==> src/rtl/pipelined_barrel_shifter.sv <==
// Barrel shifter (logical/arithmetic/rotate, left/right), one registered stage per shamt bit; latency SHW cycles.
// Whole pipeline freezes while out_valid & ~out_ready; in_ready follows out_ready combinationally.
module pipelined_barrel_shifter #(
  parameter  int WIDTH = 16,
  localparam int SHW   = $clog2(WIDTH)
) (
  input  logic             clk,
  input  logic             rst_n,
  input  logic             in_valid,
  output logic             in_ready,
  input  logic [WIDTH-1:0] in_data,
  input  logic [SHW-1:0]   in_shamt,
  input  logic             in_left,
  input  logic [1:0]       in_mode,
  output logic             out_valid,
  input  logic             out_ready,
  output logic [WIDTH-1:0] out_data,
  output logic             out_carry,
  output logic             out_zero
);

  logic advance;

  assign advance  = ~out_valid | out_ready;
  assign in_ready = advance;

  for (genvar k = 0; k < SHW; k++) begin : g_stage
    localparam int AMT = 1 << k;

    logic             vld_s;
    logic [WIDTH-1:0] dat_s;
    logic             car_s;
    logic [SHW-1:k]   sh_s;
    logic             left_s;
    logic [1:0]       mode_s;
    logic [WIDTH-1:0] dat_d;
    logic             car_d;
    logic             vld_q;
    logic [WIDTH-1:0] dat_q;
    logic             car_q;

    if (k == 0) begin : g_src
      // Bubbles carry a zero payload, so idle stages and the output stay cleared.
      assign vld_s  = in_valid;
      assign dat_s  = in_valid ? in_data : '0;
      assign car_s  = 1'b0;
      assign sh_s   = in_shamt;
      assign left_s = in_left;
      assign mode_s = in_mode;
    end else begin : g_src
      assign vld_s  = g_stage[k-1].vld_q;
      assign dat_s  = g_stage[k-1].dat_q;
      assign car_s  = g_stage[k-1].car_q;
      assign sh_s   = g_stage[k-1].g_ctl.rem_q;
      assign left_s = g_stage[k-1].g_ctl.left_q;
      assign mode_s = g_stage[k-1].g_ctl.mode_q;
    end

    always_comb begin
      dat_d = dat_s;
      car_d = car_s;
      if (sh_s[k]) begin
        if (left_s) begin
          car_d = dat_s[WIDTH-AMT];
          dat_d = dat_s << AMT;
          if (mode_s == 2'b10) dat_d = dat_d | (dat_s >> (WIDTH - AMT));
        end else begin
          car_d = dat_s[AMT-1];
          dat_d = dat_s >> AMT;
          if (mode_s == 2'b10)
            dat_d = dat_d | (dat_s << (WIDTH - AMT));
          else if (mode_s == 2'b01 && dat_s[WIDTH-1])
            dat_d = dat_d | ~({WIDTH{1'b1}} >> AMT);
        end
      end
    end

    always_ff @(posedge clk or negedge rst_n) begin
      if (!rst_n) begin
        vld_q <= 1'b0;
        dat_q <= '0;
        car_q <= 1'b0;
      end else if (advance) begin
        vld_q <= vld_s;
        dat_q <= dat_d;
        car_q <= car_d;
      end
    end

    // Only the shamt bits still to be consumed travel on; the last stage needs no control.
    if (k < SHW - 1) begin : g_ctl
      logic [SHW-1:k+1] rem_q;
      logic             left_q;
      logic [1:0]       mode_q;

      always_ff @(posedge clk or negedge rst_n) begin
        if (!rst_n) begin
          rem_q  <= '0;
          left_q <= 1'b0;
          mode_q <= 2'b00;
        end else if (advance) begin
          rem_q  <= sh_s[SHW-1:k+1];
          left_q <= left_s;
          mode_q <= mode_s;
        end
      end
    end
  end

  assign out_valid = g_stage[SHW-1].vld_q;
  assign out_data  = g_stage[SHW-1].dat_q;
  assign out_carry = g_stage[SHW-1].car_q;
  assign out_zero  = ~|out_data;

endmodule

==> config.mk <==
export PLATFORM = sky130hd
export DESIGN_NAME = pipelined_barrel_shifter
export DESIGN_NICKNAME = d
export VERILOG_FILES = /design/src/rtl/pipelined_barrel_shifter.sv
export SDC_FILE = /design/constraint.sdc
export NUM_CORES = 1
export LEC_CHECK = 0
export CORE_MARGIN = 1.5
export CORE_UTILIZATION = 57
export CTS_BUF_LIST = sky130_fd_sc_hd__clkbuf_16
export DETAILED_ROUTE_END_ITERATION = 10
export PLACE_DENSITY = 0.82
export SLEW_MARGIN = 30
export SYNTH_ARGS = -nofsm -noshare
export SYNTH_HDL_FRONTEND = slang
export SYNTH_SLANG_ARGS = --single-unit
==> constraint.sdc <==
create_clock -name clk -period 1.6 [get_ports clk]
set_input_delay 0.32 -clock clk [delete_from_list [all_inputs] [get_ports clk]]
set_output_delay 0.32 -clock clk [all_outputs]
set_load 0.05 [all_outputs]
==> impl_metrics.yaml <==
timing:
  finalMaxSlewViolations: 0
  setup_violations: 1
  hold_violations: 0
  timing.final.ws_setup_ns: -0.184
  min_period_ns: 1.78
  slew_headroom_pct: 72.6
  fin_hold_ws_ns: 0.465
  final_min_period_over_clock_period_pct: 112
  rsz0062_at_grt: "yes"
  fmax_mhz: 560
  tightest_slew_ns: 0.412
  skew_ns: 0.00778
setup_path:
  r2r_slack_ns: 0.25
  crit_type: "flop to output pin"
  worstSetupStartpointType: "flop"
  reg2reg_depth: 4
  rr_startpoint: "g_stage[1].g_ctl.mode_q[1]$_DFFE_PN0P_"
  worstPathRequired_ns: 1.28
  cp_max_fo: 3
  arrival_ns: 1.46
  end_kind: "output pin"
  worstReg2RegEnd: "g_stage[2].dat_q[12]$_DFFE_PN0P_"
global_route:
  grt_overflow: 0
  grt_max_degree: 41
  use_met2_pct: 51.0
  antenna_found_initial: 0
  grtUsageMet1_pct: 29.6
  grt_pass1_vias: 3906
  gr-usage-met3_pct: 6.22
  grt_pass1_wl_mm: 18.0
  track_usage_pct: 27.5
  grt_busiest_layer: "met2"
pwr:
  power_mw: 12.0
  vdd_drop_max_mv: 0.816
  p_leak_nw: 2.60
  powerDensity_nw_per_um2: 2090
final_layout:
  fin_util_pct: 74.6
  num_antenna_cells: 0
  area_growth_pct: 28.0
  layout-drive-gt1-share_pct: 14.6
  nets: 599
floorplan:
  ios: 47
  coreArea_um2: 7690
  rows: 32
  start_util_pct: 58.3
  die_w_um: 91.7
  die_area_um2: 8400
  dieHeight_um: 91.7
clock_network:
  cts_max_level: 3
  worstSkewPairLatency_ns: 0.34
  cts.sinks: 87
  root_buffer: "clkbuf_16"
  path_clk_slew_ns: 0.06
  cts_tree: "built"
  clk_path_buf_depth: 2
  numCtsBuffers: 9
synthesis:
  ys_ff_latch: 87
  ys_seq_area_share_pct: 48.6
  netlist_area_um2: 4480
  avgSynthCellArea_um2: 8.72
  synthDistinctLibCells: 41
  syn_nets: 541
  synth_warnings: 0
  synthCells: 514
status:
  violations: "negative setup slack"
  run_status: "finished, violations left"
route:
  wl_mm: 10.5
  drt-initial-drc-count: 311
  drc_errors: 0
  routed_via_density: 5.74
  drtPass1Iterations: 5
  via_count: 3895
  wire_per_inst_um: 15.5
  ant_nets: 0
placement:
  dp_hpwl_mm: 7.51
  gp_congestion: 0.895
  io_buffers: 46
  place_ws_ns: -0.0506
job:
  max_cap_violations: 0
hold_path:
  hp-class: "input port to async pin"
per-layer routing:
layer / vias up / routed length, µm
met2: 138 / 5630
met1: 1826 / 4110
met3: 22 / 501
li1: 1909 / -
met5: - / 0
met4: 0 / 251
state kept, by name, summed over array words and instances (netlist names):
register / count
g_stage.dat_q: 48
out_data: 16
g_stage.g_ctl.mode_q: 6
g_stage.g_ctl.rem_q: 6
g_stage.car_q: 3
g_stage.g_ctl.left_q: 3
g_stage.vld_q: 3
out_carry: 1
out_valid: 1
logic make-up (layout without fill, tap and decap cells):
family | after synthesis | after routing | share of synthesized area (%)
multiplexers | 37 | 37 | 8.26
flip-flops | 87 | 87 | 48.6
AND/OR/NAND/NOR | 178 | 178 | 16.8
buffers and inverters | 52 | 114 | 5.61
AO/OA/AOI/OAI | 160 | 160 | 20.7
through the flow:
| step | cells | cell area, µm² | TNS, ns |
|---|---|---|---|
| after floorplan | 514 | 4490 | 0 |
| after global placement | 661 | 5370 | -0.0739 |
| after detailed placement | 661 | 5370 | -0.548 |
| after CTS | 678 | 5730 | -0.190 |
| after global routing | 678 | 5740 | -0.252 |
| final | 678 | 5740 | -0.184 |
worst max-delay path by stage:
stage / startpoint / end
3_3_place_gp: out_ready / out_data[6]$_DFFE_PN0P_
4_1_cts: out_data[13]$_DFFE_PN0P_ / out_zero
2_1_floorplan: out_data[2]$_DFFE_PN0P_ / out_zero
3_5_place_dp: out_ready / out_data[6]$_DFFE_PN0P_
6_report: out_data[9]$_DFFE_PN0P_ / out_zero
5_1_grt: out_data[13]$_DFFE_PN0P_ / out_zero
cells in the final DEF, fill, tap and decap left out, types with 2 or more instances in the layout:
master / n
a21oi_1: 11
mux2i_1: 37
clkdlybuf4s50_1: 25
nor3_1: 2
a31oi_1: 6
clkinv_1: 2
a211oi_1: 4
nand4b_1: 4
bufinv_16: 3
o221ai_1: 3
inv_1: 11
o22ai_1: 3
nand2_1: 135
nor2_1: 18
inv_2: 2
nand3_1: 2
a221oi_1: 9
o21ai_1: 63
o21ai_0: 44
and3b_1: 2
buf_4: 39
nand2b_1: 4
nor4_2: 3
o21a_1: 3
buf_12: 21
o211ai_1: 6
dfrtp_1: 86
clkbuf_16: 9
what timing repair did:
item | CTS | global route
pin swaps | 2 | 0
hold buffers | 1 | 0
endpoints found under the hold margin | 30 | 0
endpoints found under the setup margin | 1 | 1
gates resized for setup | 2 | 2
setup buffers | 1 | 0
cloned | 0 | 0
critical path: stages, from the launching register on:
cell	delay (ns)
dfrtp_1	0.43
nor4_2	0.30
and4_4	0.27
buf_12	0.13
cells in the mapped netlist:
library cell / number / share of area, %
nand2_1: 135 / 11
nor2_1: 18 / 1.5
a211oi_1: 4 / 0.67
clkinv_1: 1 / 0.084
o211ai_1: 6 / 1.0
a311oi_1: 1 / 0.20
a311oi_2: 1 / 0.33
inv_1: 10 / 0.84
o21ai_1: 63 / 7.0
o2111ai_1: 1 / 0.20
nand2b_1: 4 / 0.56
a221oi_1: 9 / 1.8
buf_4: 4 / 0.67
buf_2: 21 / 2.3
o221ai_1: 3 / 0.59
nor3_1: 2 / 0.22
nor4_1: 4 / 0.56
and2_1: 1 / 0.14
and3b_1: 2 / 0.39
buf_6: 2 / 0.50
a21o_1: 1 / 0.17
a31oi_1: 6 / 0.84
inv_2: 2 / 0.17
nor2b_2: 2 / 0.39
nand4bb_1: 1 / 0.25
nand3_1: 2 / 0.22
o21ai_0: 44 / 4.9
a21oi_2: 1 / 0.20
a21oi_1: 11 / 1.2
o22ai_1: 3 / 0.42
and2b_1: 1 / 0.17
a21bo_1: 1 / 0.22
clkbuf_1: 12 / 1.0
and4_1: 1 / 0.20
a22o_1: 1 / 0.20
nand4b_1: 4 / 0.78
o2111a_1: 1 / 0.25
nor2b_1: 1 / 0.14
mux2i_1: 37 / 8.3
o21a_1: 3 / 0.50
dfrtp_1: 87 / 49
area by class of cell:
| cell class | count | area, µm² |
|---|---|---|
| Timing Repair Buffer | 86 | 973 |
| Clock buffer | 9 | 225 |
| Sequential cell | 87 | 2180 |
| Clock inverter | 6 | 103 |
| Tap cell | 102 | 128 |
| Fill cell | 533 | 1950 |
| Multi-Input combinational cell | 375 | 2080 |
| Inverter | 13 | 48.8 |
power by group:
group / leakage [nW] / switching, mW / internal [mW]
registers: 1.07 / 0.970 / 3.16
clock network: 0.164 / 0.781 / 1.50
logic: 1.37 / 3.12 / 2.49
total: 2.60 / 4.87 / 7.15
No activity file was read; power rests on OpenSTA's default activity.
